### src/rtl/led_bar_monitor.sv
// led_bar_monitor: watches the bouncing LED bar on each sample strobe and
// reports the lit group's position, width and direction of travel, counts
// direction reversals and latches a sticky error on illegal patterns.
// Optional feature macro: LED_BAR_MON_BOUNCE_CNT_EN builds the bounce counter;
// when undefined, bounce_cnt is tied to zero.
module led_bar_monitor #(
    parameter int unsigned WIDTH = 12,
    parameter int unsigned PW    = 4,
    parameter int unsigned CW    = 16
) (
    input  logic             clk,
    input  logic             rst_n,
    input  logic             sample,
    input  logic             clr,
    input  logic [WIDTH-1:0] bar,
    output logic             valid,
    output logic [PW-1:0]    pos,
    output logic [PW-1:0]    span,
    output logic             dir,
    output logic             moving,
    output logic [CW-1:0]    bounce_cnt,
    output logic             err
);

    typedef enum logic [1:0] {IDLE, TRACK, ERR} state_t;

    state_t          state_q, state_d;
    logic [PW-1:0]   pos_d, span_d;
    logic            dir_d, moving_d, valid_d, err_d;
    logic [PW-1:0]   bar_lo, bar_hi, bar_n;
    logic            contig;

    // Decode lowest/highest lit LED and popcount of the current bar
    always_comb begin
        bar_lo = '0;
        bar_hi = '0;
        bar_n  = '0;
        for (int unsigned i = WIDTH; i > 0; i--) begin
            if (bar[i-1]) bar_lo = PW'(i-1);
        end
        for (int unsigned i = 0; i < WIDTH; i++) begin
            if (bar[i]) begin
                bar_hi = PW'(i);
                bar_n  = bar_n + PW'(1);
            end
        end
    end

    assign contig = (bar_n == (bar_hi - bar_lo + PW'(1)));

    // Next-state and next-output logic; pos/span double as the previous
    // sample's lo/n, since they always hold exactly those values in TRACK.
    always_comb begin
        state_d  = state_q;
        pos_d    = pos;
        span_d   = span;
        dir_d    = dir;
        moving_d = moving;
        valid_d  = valid;
        err_d    = err;
        if (clr) begin
            state_d  = IDLE;
            pos_d    = '0;
            span_d   = '0;
            dir_d    = 1'b0;
            moving_d = 1'b0;
            valid_d  = 1'b0;
            err_d    = 1'b0;
        end else if (sample) begin
            unique case (state_q)
                IDLE: begin
                    if (bar != '0) begin
                        if (!contig) begin
                            state_d  = ERR;
                            err_d    = 1'b1;
                            valid_d  = 1'b0;
                            moving_d = 1'b0;
                        end else begin
                            state_d  = TRACK;
                            pos_d    = bar_lo;
                            span_d   = bar_n;
                            valid_d  = 1'b1;
                            moving_d = 1'b0;
                            dir_d    = 1'b0;
                        end
                    end
                end
                TRACK: begin
                    if (bar == '0 || !contig || bar_n != span) begin
                        state_d  = ERR;
                        err_d    = 1'b1;
                        valid_d  = 1'b0;
                        moving_d = 1'b0;
                    end else if (bar_lo == pos) begin
                        moving_d = 1'b0;
                    end else if (bar_lo == pos + PW'(1)) begin
                        dir_d    = 1'b0;
                        moving_d = 1'b1;
                        pos_d    = bar_lo;
                    end else if (bar_lo == pos - PW'(1)) begin
                        dir_d    = 1'b1;
                        moving_d = 1'b1;
                        pos_d    = bar_lo;
                    end else begin
                        state_d  = ERR;
                        err_d    = 1'b1;
                        valid_d  = 1'b0;
                        moving_d = 1'b0;
                    end
                end
                ERR: begin
                    state_d = ERR;
                end
                default: begin
                    state_d = IDLE;
                end
            endcase
        end
    end

    // State and output registers
    always_ff @(posedge clk or negedge rst_n) begin
        if (!rst_n) begin
            state_q <= IDLE;
            pos     <= '0;
            span    <= '0;
            dir     <= 1'b0;
            moving  <= 1'b0;
            valid   <= 1'b0;
            err     <= 1'b0;
        end else begin
            state_q <= state_d;
            pos     <= pos_d;
            span    <= span_d;
            dir     <= dir_d;
            moving  <= moving_d;
            valid   <= valid_d;
            err     <= err_d;
        end
    end

`ifdef LED_BAR_MON_BOUNCE_CNT_EN
    logic [CW-1:0] cnt_q;
    logic          cnt_inc;

    // A reversal is a committed shift whose direction differs from the last one
    assign cnt_inc = sample && !clr && (state_q == TRACK) && moving_d && (dir_d != dir);

    // Saturating bounce counter
    always_ff @(posedge clk or negedge rst_n) begin
        if (!rst_n) begin
            cnt_q <= '0;
        end else if (clr) begin
            cnt_q <= '0;
        end else if (cnt_inc && (cnt_q != '1)) begin
            cnt_q <= cnt_q + CW'(1);
        end
    end

    assign bounce_cnt = cnt_q;
`else
    assign bounce_cnt = '0;
`endif

endmodule

### config.mk
export PLATFORM = sky130hd
export DESIGN_NAME = led_bar_monitor
export DESIGN_NICKNAME = d
export VERILOG_FILES = /design/src/rtl/led_bar_monitor.sv
export SDC_FILE = /design/constraint.sdc
export NUM_CORES = 1
export LEC_CHECK = 0
export BUFFER_PORTS_ARGS = -buffer_cell sky130_fd_sc_hd__clkbuf_2
export CAP_MARGIN = 10
export CORE_ASPECT_RATIO = 1.2
export CORE_UTILIZATION = 58
export CTS_CLUSTER_DIAMETER = 50
export DETAILED_ROUTE_END_ITERATION = 8
export GPL_TIMING_DRIVEN = 0
export MAX_ROUTING_LAYER = met4
export PLACE_DENSITY = 0.83
export RECOVER_POWER = 50
export SLEW_MARGIN = 20
export SYNTH_ARGS = -nofsm -noshare
export SYNTH_HDL_FRONTEND = slang
export SYNTH_SLANG_ARGS = --single-unit
### constraint.sdc
create_clock -name clk -period 3.8 [get_ports clk]
set_input_delay 0.57 -clock clk [delete_from_list [all_inputs] [get_ports clk]]
set_output_delay 0.57 -clock clk [all_outputs]
set_load 0.1 [all_outputs]
Yosys cells after proc, flatten, opt, wreduce, memory -nomap -nowiden
Index checks and enable logic that the tools add are counted.
Word-level totals
  input port bits: 16
  output and inout bits: 28
  word-level logic and storage cells: 148
  bits in registers: 14
Operators by class
  equality and inequality tests: 16
  mux-type cells: 93
  add/subtract/negate cells: 15
  reductions and logical operators: 17
Operators by type and width (count)
  $mux W4: 46
  $add A4 B1 Y4 const B: 13
  $mux W1: 33
  $eq A4 B4 Y1: 4
  $mux W2: 8
  $ne A4 B4 Y1 const B: 4
  $ne A3 B3 Y1 const B: 5
  $reduce_and A7 Y1: 2
  $logic_not A12 Y1: 1
  $reduce_bool A12 Y1: 1
  $pmux W1 S2: 4
  $pmux W4 S2: 1
  $reduce_bool A2 Y1: 4
  $pmux W2 S3: 1
  $reduce_and A6 Y1: 1
  $reduce_and A5 Y1: 1
  $ne A4 B4 Y1: 1
  $reduce_and A4 Y1: 1
  $sub A4 B1 Y4 const B: 1
  $sub A4 B4 Y4: 1
  $reduce_and A3 Y1: 1
  $reduce_bool A3 Y1: 1
  $eq A2 B1 Y1 const B: 1
  $eq A2 B2 Y1 const B: 1
  other kinds (3): 4

Depth between registers and ports, before layout
  word-level depth: 31
  gate-level depth with buffers: 38
  depth with buffers taken out: 38

Worst setup path after synthesis
OpenSTA, ideal clock, no wires.
  kind: in2reg
  start point: input bar[0]
  end point: register pos[0]
  path slack: -4.156 ns
  path buffers: 1
  setup time: 0.125 ns
  cell stages on the path: 38
  arrival: 7.831 ns
  data required time: 3.675 ns
  path through: inv_1 -> ha_1 -> buf_6 -> xnor2_2 -> inv_1 -> ha_1 -> nand2_1 -> o21ai_0 -> ha_1 -> mux2_2 -> ha_1 -> nand2_1 -> or3b_2 -> ha_1 -> o32a_2 -> ha_1 -> nand2_1 -> nand2_1 -> [... 2 more ...] -> o31ai_1 -> o31ai_2 -> inv_1 -> ha_1 -> nand2_1 -> o21ai_0 -> ha_1 -> o22ai_1 -> a31oi_1 -> ha_1 -> nand2_1 -> xnor2_1 -> or3_1 -> a211o_1 -> nor4b_1 -> mux2i_1 -> a211oi_4 -> mux2_4
On the way
  cells in the longest elaborated chain, start to end: 29
  elaborated cells on any way between the ends: 51
  classes of those cells: 13 x add/sub; 10 x eq/ne; 22 x mux; 6 x reduce/logical
Ends and longest elaborated chain
  start, declared: line 15  | input logic [WIDTH-1:0] bar,
  $mux W1: line 42  | if (bar[i]) begin
  $add A4 B1 Y4: line 44  | bar_n = bar_n + PW'(1);
  $mux W4: line 42
  $add A4 B1 Y4: line 44
  $mux W4: line 42
  $add A4 B1 Y4: line 44
  $mux W4: line 42
  $add A4 B1 Y4: line 44
  [... 12 more ...]
  $mux W4: line 42
  $add A4 B1 Y4: line 44
  $mux W4: line 42
  $eq A4 B4 Y1: line 49  | assign contig = (bar_n == (bar_hi - bar_lo + PW'(1)));
  $logic_not A1 Y1: line 89  | if (bar == '0 || !contig || bar_n != span) begin
  $logic_or A1 B1 Y1 (2 in a row): line 89
  $ne A3 B3 Y1 (no source line)
  $reduce_and A7 Y1 (no source line)
  end signal, assigned: line 133  | pos <= pos_d;
  end, declared: line 17  | output logic [PW-1:0] pos,
Parallel ways exist; a longest one is shown, timed or not. The select of a mux whose other input is x is not followed.
A chain may end at the register's enable or synchronous reset.

Final worst setup path
  start point: input bar[1]
  end point: register pos[0]
On the way
  cells in the longest elaborated chain, start to end: 27
  elaborated cells on any way between the ends: 61
  classes of those cells: 12 x add/sub; 10 x eq/ne; 33 x mux; 6 x reduce/logical
Ends and longest elaborated chain (line)
  $mux W4: 42
  $add A4 B1 Y4: 44
  $mux W4: 42
  $add A4 B1 Y4: 44
  $mux W4: 42
  $add A4 B1 Y4: 44
  $mux W4: 42
  $add A4 B1 Y4: 44
  [... 10 more ...]
  $mux W4: 42
  $add A4 B1 Y4: 44
  $mux W4: 42
  $eq A4 B4 Y1: 49
  $logic_not A1 Y1: 89
  $logic_or A1 B1 Y1 (2 in a row): 89
  $ne A3 B3 Y1 (no source line)
  $reduce_and A7 Y1 (no source line)
Parallel ways exist; a longest one is shown, timed or not. The select of a mux whose other input is x is not followed.

==> results.cfg <==
[floorplan]
die_x_um = 65.67
num_rows = 27
dieArea_mm2 = 0.005149
initial_core_util_pct = 60.96
coreArea_mm2 = 0.004628
die_h_um = 78.41
io_pins = 44

[timing]
setup_viol = 14
rsz0062_at_grt = true
final_hold_viol_count = 0
worst_pin_slew_ps = 784.9
period_share_pct = 193.3
finalWorstSetupSlack_ps = -3545
fin_hold_ws_ps = 350.8
fmax_ghz = 0.1362
relSlewSlack_pct = 47.68
finalClockSkew_ps = 10.96
maxSlewViolCount = 0
period_needed_ps = 7345

[synth]
ys_seq_elements = 14
synth_area_per_cell_um2 = 8.202
synth_cell_type_count = 77
synth_top_flop_cell = dfrtp_1
synth_edf_count = 0
synthCells = 344
syn_area_mm2 = 0.002821
seq_area_frac_synth_pct = 12.42
yosys-top-cells-area = dfrtp_1, ha_1, xnor2_1, buf_4, nand2_1
synth_area_leader_cell = dfrtp_1
synthArstFlopShare_pct = 100.0
synth_top_area_share_pct = 12.42
yosys_warnings = 0

[layout]
final_design_area_no_fill_mm2 = 0.003801
seq_area_um2 = 350.3
drive_gt1_share_pct = 41.57
area_growth_pct = 34.72
multi_input_area_mm2 = 0.002574
diodes = 0
fin_nets = 459
layout_common_cells = buf_4, nor2_1, nand2_1
fill_cells = 289
layout_commonest_cell = buf_4
final_cells = 479

[drt]
dr.pass1.iters = 4
wl_per_cell_um = 17.04
antenna_left = 0
vias = 2861
via_per_inst = 5.973
route.detailed.drc = 0
finalWirelength_um = 8161
drt_iter0_markers = 248

[placement]
gp_congestion = 0.8604
placed_area_mm2 = 0.003213
port_buffers = 21
dp.cells = 438
dp_hpwl_um = 5135
pre_cts_ws_ps = -4483

[clock_network]
cts.sinks = 14
h-tree-depth = 1
clock_path_buffers = 2
clk-insertion-delay-late_ps = 270
cts_tree = done
cts_made_buffers = 3
cts.root.buffer_cell = clkbuf_8
hold_buffers = 0
path_clk_slew_ps = 80

[global_routing]
track_usage_pct = 30.99
grt_pass1_vias = 2724
antenna_found_initial = 0
grt-ovfl-total = 0
grt_pass1_wl_um = 12110
grt_max_degree = 15

[run_status]
violations = negative setup slack
outcome = finished with violations

[pwr]
power_frac_comb_pct = 84.6
power.internal_mw = 1.194
power_mw = 2.349
max-vdd-ir-drop_v = 0.0004514
power.density_mw_per_mm2 = 617.9
p_leak_nw = 1.707
power_frac_seq_pct = 8.5
clockPowerShare_pct = 7.0
power_switching_mw = 1.155
swShare_pct = 49.17

[critical_path]
cp_data_required_time_ps = 3960
r2r_start = pos[0]$_DFFE_PN0P_
reg2reg_slack_ps = 520
cp_slowest_cell = or3b_4
crit_path_max_incr_delay_ps = 400
cp.arrival_ps = 7500
crit_start = bar[1]
cpMostUsedCell = ha_4
worstReg2RegEnd = pos[0]$_DFFE_PN0P_
reg2regPathDepth = 11
worstPathMaxFanout = 5
crit_path_end_kind = register
startpoint_type = primary input
crit_type = in -> reg

[run]
maxCapViolCount = 0

[hold_path]
hold_class = in -> async
## how the worst max path moves through the flow
stage / to / slack, ps / cells past startpoint
finish: pos[0]$_DFFE_PN0P_ / -3540 / 39
detailed placement: pos[0]$_DFFE_PN0P_ / -4480 / 39
global placement: pos[0]$_DFFE_PN0P_ / -4320 / 39
global route: pos[1]$_DFFE_PN0P_ / -3820 / 39
CTS: pos[0]$_DFFE_PN0P_ / -3420 / 39
floorplan: pos[0]$_DFFE_PN0P_ / -3590 / 38
## layer usage
layer	share of wire [%]	up-vias	global-route usage (%)
li1	-	1338	-
met1	37	1368	30.86
met2	54	113	60.20
met3	3.9	42	2.326
met4	4.6	0	11.96
met5	0	-	-
## logic make-up after synthesis
kind of cell | synth area share, %
AOI/OAI and AO/OA | 18.71
xor gates and xnor gates | 18.23
adders and majority gates | 9.579
buffers and inverters | 10.60
DFF | 12.42
muxes | 5.499
other | 0.1329
and+or+nand+nor | 24.83
## state kept, by name, summed over array words and instances (netlist names)
register  flops
moving        1
valid         1
state_q       2
err           1
pos           4
span          4
dir           1
## cell type report
cell class	count	area share, %
buffer	30	5.300
clock buffer	4	1.448
inverter	25	2.864
multi-input combinational	289	67.71
sequential	14	9.217
tap	58	1.909
timing repair buffer	59	11.55
## power groups by stage
stage	registers (mW)	clock network [mW]	logic [mW]
after global placement	0.195	0	1.32
final	0.199	0.163	1.99
after global routing	0.201	0.170	2.10
after CTS	0.195	0.153	1.80
after detailed placement	0.198	0	1.37
after floorplan	0.319	0	1.03
## cell usage after synthesis, types with 4 or more instances
master    number
a211oi_1       5
a21oi_1       13
buf_4         19
clkbuf_1       8
dfrtp_1       14
ha_1          20
inv_1         25
mux2_2         4
mux2_4         4
mux2i_1        5
nand2_1       32
nand3b_1       5
nand4_1        5
nor2_1        25
nor3_1        11
o211ai_1       5
o21ai_0       16
or3_1          6
xnor2_1       19
xnor2_2        4
xor2_1        10
## worst max-delay path: cells and delay by family
family / cells / cell delay, ps
mux: 3 / 720
fa+ha+maj: 10 / 2520
xor+xnor: 2 / 290
simple gates: 10 / 1490
compound gates: 9 / 1410
buf+inv: 5 / 490
## stage by stage
stage	setup TNS [ps]	utilization, %
6_report	-47410	82.13
4_1_cts	-46200	79.86
3_5_place_dp	-58820	69.42
2_1_floorplan	-46880	-
5_1_grt	-51180	82.13
3_3_place_gp	-56580	69.42
## timing repair
item	in CTS	in global routing
resized for setup	42	14
endpoints found under the hold margin	0	0
pin swaps	22	10
setup buffers	33	5
endpoints found under the setup margin	14	14
Power figures use the tool's default switching activity.
